`src/rtl/apb_imem_loader_if.sv`:
```
// APB3 bus bundle between the SoC interconnect and the instruction-memory loader.
interface apb_imem_loader_if #(
  parameter int DATA_LENGTH = 32
) ();
  logic                   psel;
  logic                   penable;
  logic                   pwrite;
  logic [31:0]            paddr;
  logic [DATA_LENGTH-1:0] pwdata;
  logic [DATA_LENGTH-1:0] prdata;
  logic                   pready;
  logic                   pslverr;

  modport slave (
    input  psel, penable, pwrite, paddr, pwdata,
    output prdata, pready, pslverr
  );

  modport master (
    output psel, penable, pwrite, paddr, pwdata,
    input  prdata, pready, pslverr
  );
endinterface

```
`src/rtl/apb_imem_loader.sv`:
```
// APB3 slave that loads and reads back instruction-memory words and owns the
// core_select handoff bit; drives the wrapper's APB-side memory port.
module apb_imem_loader #(
  parameter int          DATA_LENGTH    = 32,
  parameter int          ADDRESS_LENGTH = 11,
  parameter logic [31:0] CTRL_ADDR      = 32'h0000_2000
) (
  input  logic                   clk,
  input  logic                   rst_n,
  apb_imem_loader_if.slave       apb,
  output logic                   mem_en,
  output logic                   mem_wr_en,
  output logic                   mem_rd_en,
  output logic [31:0]            mem_address,
  output logic [DATA_LENGTH-1:0] mem_data_in,
  output logic [1:0]             mem_data_length,
  input  logic [DATA_LENGTH-1:0] mem_data_out,
  output logic                   core_select
);

  localparam logic [31:0] MEM_LIMIT = 32'(1) << (ADDRESS_LENGTH + 2);

  typedef enum logic [2:0] {IDLE, WR_ISSUE, RD_ISSUE, RD_CAPTURE, RESP} state_t;

  state_t                 state_q, state_d;
  logic                   mem_en_q, mem_en_d;
  logic                   mem_wr_en_q, mem_wr_en_d;
  logic                   mem_rd_en_q, mem_rd_en_d;
  logic [31:0]            mem_address_q, mem_address_d;
  logic [DATA_LENGTH-1:0] mem_data_in_q, mem_data_in_d;
  logic [1:0]             mem_len_q, mem_len_d;
  logic [DATA_LENGTH-1:0] prdata_q, prdata_d;
  logic                   pready_q, pready_d;
  logic                   pslverr_q, pslverr_d;
  logic                   core_select_q, core_select_d;
  logic                   ctrl_wr_q, ctrl_wr_d;
  logic                   ctrl_bit_q, ctrl_bit_d;

  logic        setup;
  logic        mem_hit;
  logic        ctrl_hit;
  logic        mem_ok;
  logic [31:0] word_idx;

  assign setup    = apb.psel && !apb.penable;
  assign mem_hit  = (apb.paddr < MEM_LIMIT) && (apb.paddr[1:0] == 2'b00);
  assign ctrl_hit = (apb.paddr == CTRL_ADDR);
  // Memory accesses are refused once the core owns the RAM.
  assign mem_ok   = mem_hit && !core_select_q;
  assign word_idx = 32'(apb.paddr[ADDRESS_LENGTH+1:2]);

  always_comb begin
    state_d       = state_q;
    mem_en_d      = 1'b0;
    mem_wr_en_d   = 1'b0;
    mem_rd_en_d   = 1'b0;
    mem_address_d = '0;
    mem_data_in_d = '0;
    mem_len_d     = 2'b00;
    prdata_d      = '0;
    pready_d      = 1'b0;
    pslverr_d     = 1'b0;
    core_select_d = core_select_q;
    ctrl_wr_d     = 1'b0;
    ctrl_bit_d    = 1'b0;
    case (state_q)
      IDLE: begin
        if (setup) begin
          if (mem_ok) begin
            mem_en_d      = 1'b1;
            mem_address_d = word_idx;
            if (apb.pwrite) begin
              state_d       = WR_ISSUE;
              mem_wr_en_d   = 1'b1;
              mem_len_d     = 2'b11;
              mem_data_in_d = apb.pwdata;
            end else begin
              state_d     = RD_ISSUE;
              mem_rd_en_d = 1'b1;
            end
          end else begin
            state_d  = RESP;
            pready_d = 1'b1;
            if (ctrl_hit) begin
              ctrl_wr_d  = apb.pwrite;
              ctrl_bit_d = apb.pwdata[0];
              if (!apb.pwrite)
                prdata_d = {{(DATA_LENGTH-1){1'b0}}, core_select_q};
            end else begin
              pslverr_d = 1'b1;
            end
          end
        end
      end
      WR_ISSUE: begin
        if (!apb.psel) begin
          state_d = IDLE;
        end else begin
          state_d  = RESP;
          pready_d = 1'b1;
        end
      end
      RD_ISSUE: begin
        if (!apb.psel) begin
          state_d = IDLE;
        end else begin
          // Strobes stay up so the wrapper presents the freshly read word.
          state_d       = RD_CAPTURE;
          mem_en_d      = 1'b1;
          mem_rd_en_d   = 1'b1;
          mem_address_d = mem_address_q;
        end
      end
      RD_CAPTURE: begin
        if (!apb.psel) begin
          state_d = IDLE;
        end else begin
          state_d  = RESP;
          pready_d = 1'b1;
          prdata_d = mem_data_out;
        end
      end
      RESP: begin
        state_d = IDLE;
        if (ctrl_wr_q)
          core_select_d = ctrl_bit_q;
      end
      default: state_d = IDLE;
    endcase
  end

  always_ff @(posedge clk or negedge rst_n) begin
    if (!rst_n) begin
      state_q       <= IDLE;
      mem_en_q      <= 1'b0;
      mem_wr_en_q   <= 1'b0;
      mem_rd_en_q   <= 1'b0;
      mem_address_q <= '0;
      mem_data_in_q <= '0;
      mem_len_q     <= 2'b00;
      prdata_q      <= '0;
      pready_q      <= 1'b0;
      pslverr_q     <= 1'b0;
      core_select_q <= 1'b0;
      ctrl_wr_q     <= 1'b0;
      ctrl_bit_q    <= 1'b0;
    end else begin
      state_q       <= state_d;
      mem_en_q      <= mem_en_d;
      mem_wr_en_q   <= mem_wr_en_d;
      mem_rd_en_q   <= mem_rd_en_d;
      mem_address_q <= mem_address_d;
      mem_data_in_q <= mem_data_in_d;
      mem_len_q     <= mem_len_d;
      prdata_q      <= prdata_d;
      pready_q      <= pready_d;
      pslverr_q     <= pslverr_d;
      core_select_q <= core_select_d;
      ctrl_wr_q     <= ctrl_wr_d;
      ctrl_bit_q    <= ctrl_bit_d;
    end
  end

  assign mem_en          = mem_en_q;
  assign mem_wr_en       = mem_wr_en_q;
  assign mem_rd_en       = mem_rd_en_q;
  assign mem_address     = mem_address_q;
  assign mem_data_in     = mem_data_in_q;
  assign mem_data_length = mem_len_q;
  assign core_select     = core_select_q;
  assign apb.prdata      = prdata_q;
  assign apb.pready      = pready_q;
  assign apb.pslverr     = pslverr_q;

endmodule

```
`src/flat_wrapper.sv`:
```
// flat-port wrapper written by rule: the top's interface ports become plain ports
module apb_imem_loader_flat 
#(
  parameter int          DATA_LENGTH    = 32,
  parameter int          ADDRESS_LENGTH = 11,
  parameter logic [31:0] CTRL_ADDR      = 32'h0000_2000
)
  (clk, rst_n, mem_en, mem_wr_en, mem_rd_en, mem_address, mem_data_in, mem_data_length, mem_data_out, core_select, apb_psel, apb_penable, apb_pwrite, apb_paddr, apb_pwdata, apb_prdata, apb_pready, apb_pslverr);
  apb_imem_loader_if #(.DATA_LENGTH(DATA_LENGTH)) apb_i ();
  input  logic clk;
  input  logic rst_n;
  output logic mem_en;
  output logic mem_wr_en;
  output logic mem_rd_en;
  output logic [31:0] mem_address;
  output logic [DATA_LENGTH-1:0] mem_data_in;
  output logic [1:0] mem_data_length;
  input  logic [DATA_LENGTH-1:0] mem_data_out;
  output logic core_select;
  input wire logic [$bits(apb_i.psel)-1:0] apb_psel;
  input wire logic [$bits(apb_i.penable)-1:0] apb_penable;
  input wire logic [$bits(apb_i.pwrite)-1:0] apb_pwrite;
  input wire logic [$bits(apb_i.paddr)-1:0] apb_paddr;
  input wire logic [$bits(apb_i.pwdata)-1:0] apb_pwdata;
  output wire logic [$bits(apb_i.prdata)-1:0] apb_prdata;
  output wire logic [$bits(apb_i.pready)-1:0] apb_pready;
  output wire logic [$bits(apb_i.pslverr)-1:0] apb_pslverr;
  assign apb_i.psel = apb_psel;
  assign apb_i.penable = apb_penable;
  assign apb_i.pwrite = apb_pwrite;
  assign apb_i.paddr = apb_paddr;
  assign apb_i.pwdata = apb_pwdata;
  assign apb_prdata = apb_i.prdata;
  assign apb_pready = apb_i.pready;
  assign apb_pslverr = apb_i.pslverr;
  apb_imem_loader #(.DATA_LENGTH(DATA_LENGTH), .ADDRESS_LENGTH(ADDRESS_LENGTH), .CTRL_ADDR(CTRL_ADDR)) u_core (.clk(clk), .rst_n(rst_n), .apb(apb_i), .mem_en(mem_en), .mem_wr_en(mem_wr_en), .mem_rd_en(mem_rd_en), .mem_address(mem_address), .mem_data_in(mem_data_in), .mem_data_length(mem_data_length), .mem_data_out(mem_data_out), .core_select(core_select));
endmodule
```
`config.mk`:
```
export PLATFORM = sky130hd
export DESIGN_NAME = apb_imem_loader_flat
export DESIGN_NICKNAME = d
export VERILOG_FILES = /design/src/rtl/apb_imem_loader_if.sv /design/src/rtl/apb_imem_loader.sv /design/src/flat_wrapper.sv
export SDC_FILE = /design/constraint.sdc
export NUM_CORES = 1
export LEC_CHECK = 0
export CAP_MARGIN = 20
export CORE_ASPECT_RATIO = 1.25
export CORE_MARGIN = 2
export CORE_UTILIZATION = 39
export DETAILED_ROUTE_END_ITERATION = 7
export PLACE_DENSITY = 0.9
export REMOVE_ABC_BUFFERS = 1
export SYNTH_ARGS = -nofsm -noshare
export SYNTH_HDL_FRONTEND = slang
export SYNTH_SLANG_ARGS = --single-unit
```
`constraint.sdc`:
```
create_clock -name clk -period 5 [get_ports clk]
set_clock_uncertainty 0.2 [all_clocks]
set_input_delay 1.25 -clock clk [delete_from_list [all_inputs] [get_ports clk]]
set_output_delay 1.25 -clock clk [all_outputs]
set_load 0.005 [all_outputs]
```
==> results of run 1 <==
worst register-to-register path, stage by stage, from the launching register on:
cell	delay, ns
dfrtp_1	0.42
nor3b_1	0.26
nand3_1	0.16
nor3_4	0.73
o21ba_2	0.27
cell families after synthesis:
logic type,synth area share (%)
compound gates,4.80
mux,0.354
flops,67.7
simple gates,19.7
other cells,0.118
buf+inv,7.32
through the flow:
stage | area [um2] | util, % | worst slack (ns) | hold slack (ns)
floorplan | 3030 | - | 1.97 | 0.254
global placement | 4990 | 63.7 | 1.38 | 0.262
detailed placement | 4990 | 63.7 | 1.31 | 0.268
CTS | 5200 | 66.4 | 1.65 | 0.286
global route | 5230 | 66.7 | 1.45 | 0.316
finish | 5230 | 66.7 | 1.69 | 0.284
synth_stat cells (all sizes together):
| cell type | instances | share of area (%) |
|---|---|---|
| a21oi | 1 | 0.16 |
| nor3b | 2 | 0.47 |
| nor2 | 5 | 0.59 |
| o21ai | 2 | 0.31 |
| clkbuf | 4 | 0.47 |
| nand3 | 1 | 0.16 |
| nand2 | 7 | 0.83 |
| or2 | 2 | 0.39 |
| and2 | 63 | 12 |
| inv | 1 | 0.12 |
| nand4 | 2 | 0.59 |
| a22o | 11 | 3.0 |
| conb | 1 | 0.12 |
| nor4b | 1 | 0.28 |
| nand3b | 1 | 0.24 |
| dfrtp | 86 | 68 |
| buf | 27 | 6.7 |
| a21o | 2 | 0.47 |
| mux2 | 1 | 0.35 |
| o41ai | 1 | 0.51 |
| o21ba | 1 | 0.31 |
| nor4 | 7 | 2.2 |
| nor3 | 7 | 1.6 |
routing by layer:
| metal | global-route usage [%] | part of all wire (%) | wire length (um) |
|---|---|---|---|
| met4 | 7.94 | 2.5 | 195 |
| met3 | 6.08 | 9.0 | 701 |
| met5 | 0 | 0 | 0 |
| met2 | 31.7 | 54 | 4240 |
| met1 | 18.3 | 34 | 2660 |
area by class of cell:
cell class                 count  area share [%]
sequential                    86            41.1
timing repair buffer         186            35.8
multi-input combinational    138            16.7
clock buffer                  10            2.63
tap                           95            2.27
clock inverter                 4            1.39
inverter                       1          0.0718
report_power, final:
part           internal (mW)  switching (mW)  total [mW]
Combinational         0.0742          0.0337       0.108
Sequential             0.696        0.000969       0.697
Clock                  0.289           0.226       0.515
state kept, by name (all words and copies together), names as in the netlist:
register	flops
u_core.apb.pslverr	1
u_core.mem_address	11
u_core.mem_en	1
u_core.apb.prdata	32
u_core.mem_data_in	32
u_core.ctrl_bit_q	1
u_core.ctrl_wr_q	1
u_core.core_select	1
u_core.mem_data_length	1
u_core.mem_rd_en	1
u_core.state_q	3
u_core.apb.pready	1
cells in the final DEF, fill, tap and decap left out, types with 2 or more instances in the layout:
| cell type | count |
|---|---|
| and2_1 | 63 |
| a22o_1 | 11 |
| nor2_1 | 5 |
| bufinv_16 | 2 |
| nor3_1 | 5 |
| nor4_1 | 3 |
| buf_4 | 3 |
| clkbuf_8 | 10 |
| conb_1 | 21 |
| a21o_1 | 2 |
| clkdlybuf4s50_1 | 182 |
| dfrtp_1 | 86 |
| nand2_1 | 7 |
| nor4_2 | 4 |
| o21ai_0 | 2 |
worst paths after layout:
path / start / endpoint / slack, ns
hold reg to reg: u_core.ctrl_bit_q$_DFF_PN0_ / u_core.core_select$_DFFE_PN0P_ / 0.28
min in group asynchronous: rst_n / u_core.mem_data_in[13]$_DFF_PN0_ / 0.53
hold / removal: u_core.ctrl_bit_q$_DFF_PN0_ / u_core.core_select$_DFFE_PN0P_ / 0.28
max in group asynchronous: rst_n / u_core.state_q[0]$_DFFE_PN0P_ / 3.47
setup reg to reg: u_core.state_q[1]$_DFFE_PN0P_ / u_core.state_q[0]$_DFFE_PN0P_ / 2.89
setup / recovery: apb_paddr[1] / u_core.state_q[0]$_DFFE_PN0P_ / 1.69
==> qor.csv, run 1 <==
metric,value,unit
final setup vio count,0,
Pwr per Cell Area,252,mW/mm2
IO Count,205,
clk buf depth,2,
Worst setup EP type,flop,
H-tree levels,3,
Non-Filler Instances,520,
Critical Path AT,3.39,ns
WP buf/inv,1,
port bufs,183,
"FF+latch count, synth",86,
# clock sinks,86,
final net count,523,
RD Place Congestion,0.817,
leak pwr,2.41,nW
total gr overflow,0,
GRT Overall Usage,17.6,%
die area,0.00889,mm2
Detailed Place HPWL,5860,um
Top delay family on crit path,simple AND/OR/NAND/NOR gates,
ratio of cells with drive above 1 in the final layout,7.06,%
Max VDD drop,0.000168,V
post-DR wirelength/cell,15.0,um
CTS buffer count,9,
detailed-router iteration count before antenna repair,4,
core area,0.00784,mm2
Post-Syn Instances,236,
Worst R2R Path Depth,4,
post-synthesis cell type count,29,
WP data required,5.07,ns
Max Fclk,0.302,GHz
Worst-Margin Slew,0.938,ns
Overall Power,1.32,mW
startpoint type of the worst setup path,input pin,
Clock Latency Late Sink,0.34,ns
Placed Cells,505,
Worst Path Max Fanout,34,
CTS tree,built,
Initial Util,40.6,%
hold crit path type,flop to flop,
Residual DRC,0,
critical path depth in cells,5,
WL final,7800,um
postcts setup bufs,0,
sequential share of the synthesized area,67.7,%
DR vias/cell,4.48,
Final Hold Vio Count,0,
Final min period,3.31,ns
root buf cell,clkbuf_8,
Die X,84.8,um
TNS Setup,0,ns
post-synthesis cell area,0.00318,mm2
CP peak stage delay,0.81,ns
Ant. Diodes,0,
Std-Cell Rows,36,
largest net degree at the start of global routing,87,
RSZ-0062 raised after global routing,no,
P&R area growth vs syn,64.5,%
total number of vias,2332,
initial antenna violation count,0,
footprint of the multi-input gates,875,um2
outcome,"complete, no violations",
"Slowest-stage cell, CP",nor3_4,
Rel. slew slack,37.3,%
Worst-path clk slew,0.08,ns
Crit Path Class,input pin to flop,
"Critical Path, Cell by Cell",clkdlybuf4s50_1 -> nor4_1 -> nand2_1 -> nor3_4 -> o21ba_2,
max-capacitance violation count,0,
FILL cells,592,
# hold bufs at CTS,0,
Final ANT Viol Nets,0,
Seq. cell area,0.00215,mm2
Iteration-0 DRC Markers,72,
CTS resizes,0,
vias in the first global route,2447,
Synthesis Warnings,0,
syn avg cell area,13.5,um2
final slew viol count,0,
Hold Crit Depth,1,
post-route clock period utilization,66.3,%
first-pass GRT wire length,12100,um
Die Ht,105,um
(Power assumes the default switching activity.)
==> run 2: changes to the inputs <==
CORE_UTILIZATION = 36   (was 39)
PLACE_DENSITY = 0.84   (was 0.9)
clock period = 3.2 ns   (was 5 ns; I/O delays follow)
==> qor.csv, run 2 (same netlist as run 1, synthesis figures left out) <==
metric,value,unit,change
Clock Latency Late Sink,0.34,ns,about the same
Die Ht,109,um,+3.9%
reg2reg setup slack,1.48,ns,-1.41 ns
Worst setup EP type,flop,,
P&R area growth vs syn,66.0,%,
Final min period,2.45,ns,
most frequent cells in the layout,"clkdlybuf4s50_1 (182), dfrtp_1 (86), and2_1 (63), conb_1 (21), a22o_1 (11)",,
final net count,526,,+0.57%
post-DR wirelength/cell,14.5,um,-3.6%
Ant. Diodes,0,,unchanged
reg2reg start,u_core.state_q[1]$_DFFE_PN0P_,,
ratio of cells with drive above 1 in the final layout,7.91,%,+0.85 points
CP peak stage delay,0.41,ns,-0.40 ns
max-capacitance violation count,0,,unchanged
Critical Path AT,2.53,ns,-0.86 ns
final worst-path setup slack,0.751,ns,-0.935 ns
Die X,88.1,um,+3.9%
total gr overflow,0,,unchanged
Worst-Margin Slew,0.558,ns,-0.380 ns
vias in the first global route,2283,,-6.7%
RSZ-0062 raised after global routing,no,,
RD Place Congestion,0.819,,+0.28%
DR WL met2,4230,um,-0.33%
top sig layer,met4,,
post-route clock period utilization,76.5,%,
Residual DRC,0,,unchanged
DP Worst Slack,0.410,ns,-0.899 ns
met3 wire length,682,um,-2.7%
H-tree levels,3,,unchanged
WP data required,3.28,ns,-1.79 ns
Crit Path Class,input pin to flop,,
Worst R2R Path Depth,4,,unchanged
Worst Path Max Fanout,34,,unchanged
Detailed Place HPWL,6200,um,+5.8%
Initial Util,36.7,%,-3.8 points
# clock sinks,86,,unchanged
port bufs,183,,unchanged
Max VDD drop,0.000182,V,+8.4%
leak pwr,2.42,nW,+0.56%
die area,0.00960,mm2,+8.0%
hold crit path type,input pin to asynchronous set/reset pin,,
IO Count,205,,unchanged
initial antenna violation count,0,,unchanged
final slew viol count,0,,unchanged
root buf cell,clkbuf_8,,
CTS tree,built,,
GRT Overall Usage,16.4,%,-1.3 points
Worst-path clk slew,0.08,ns,about the same
"commonest non-fill, non-tap cell in the layout",clkdlybuf4s50_1,,
final setup vio count,0,,unchanged
first-pass GRT wire length,11500,um,-4.5%
"Critical Path, Cell by Cell",clkdlybuf4s50_1 -> nor4_1 -> nand2_1 -> nor3_4 -> buf_4 -> and2_1,,
total number of vias,2395,,+2.7%
clk buf depth,2,,unchanged
"Slowest-stage cell, CP",clkdlybuf4s50_1,,
Rel. slew slack,62.8,%,+26 points
Std-Cell Rows,38,,+5.6%
r2r endpoint,u_core.apb.prdata[0]$_DFF_PN0_,,
largest net degree at the start of global routing,47,,-46%
Met1 Wirelength,2800,um,+5.3%
startpoint type of the worst setup path,input pin,,
WL final,7950,um,+2.0%
Max Fclk,0.408,GHz,
outcome,"complete, no violations",,
Pwr per Cell Area,395,mW/mm2,+57%
Final ANT Viol Nets,0,,unchanged
TNS Setup,0,ns,unchanged
Iteration-0 DRC Markers,92,,+28%
CP Launch Point,apb_paddr[1],,
core area,0.00865,mm2,+10%
DR vias/cell,4.35,,-2.9%
postcts setup bufs,0,,unchanged
# hold bufs at CTS,0,,unchanged
CTS resizes,0,,unchanged
detailed-router iteration count before antenna repair,4,,unchanged
CTS buffer count,9,,unchanged
Final Hold Vio Count,0,,unchanged
[run 2: cell count changes in the layout (fill, tap and decap cells not counted), sizes merged]
cell    previous run  this run
inv                1         2
buf                4         7
clkbuf            10        11
[run 2: worst max path at each step]
stage,to,slack [ns],cells after the start
finish,u_core.mem_data_in[16]$_DFF_PN0_,0.75,6
global route,u_core.mem_data_in[2]$_DFF_PN0_,0.65,6
CTS,u_core.mem_data_in[16]$_DFF_PN0_,0.77,6
detailed placement,u_core.mem_data_in[16]$_DFF_PN0_,0.41,6
global placement,u_core.state_q[0]$_DFFE_PN0P_,0.42,6
floorplan,u_core.apb.prdata[0]$_DFF_PN0_,0.62,4
[run 2: power by group]
group / internal, mW / switching [mW]
sequential: 1.09 / 0.00191
combinational: 0.114 / 0.0540
clock: 0.463 / 0.365
[run 2: critical path, delay by kind of cell]
kind	cells	cell delay [ns]
buf+inv	2	0.69
simple gates	4	1.02
[run 2: cell type report]
class,instances,area [um2]
clock buffers,11,141
repair buffers,189,1870
fillers,713,3380
clock inverters,5,81.3
flip-flops and latches,86,2150
inverters,1,3.75
well taps,120,150
multi-input cells,138,875
[run 2: per-layer routing]
| layer | global-route usage, % | vias up |
|---|---|---|
| met2 | 28.4 | 139 |
| met3 | 5.37 | 25 |
| met5 | 0 | - |
| met1 | 17.4 | 1126 |
| li1 | - | 1105 |
| met4 | 9.09 | 0 |
[run 2: stage by stage]
step	utilization (%)	total power, mW	hold slack, ns	cell area, um2	instances
2_1_floorplan	-	1.13	0.254	3030	225
3_5_place_dp	58.4	1.28	0.276	5050	534
6_report	61.0	2.09	0.244	5280	550
5_1_grt	61.0	2.19	0.268	5280	550
3_3_place_gp	58.4	1.28	0.261	5050	534
4_1_cts	61.0	2.12	0.244	5280	550
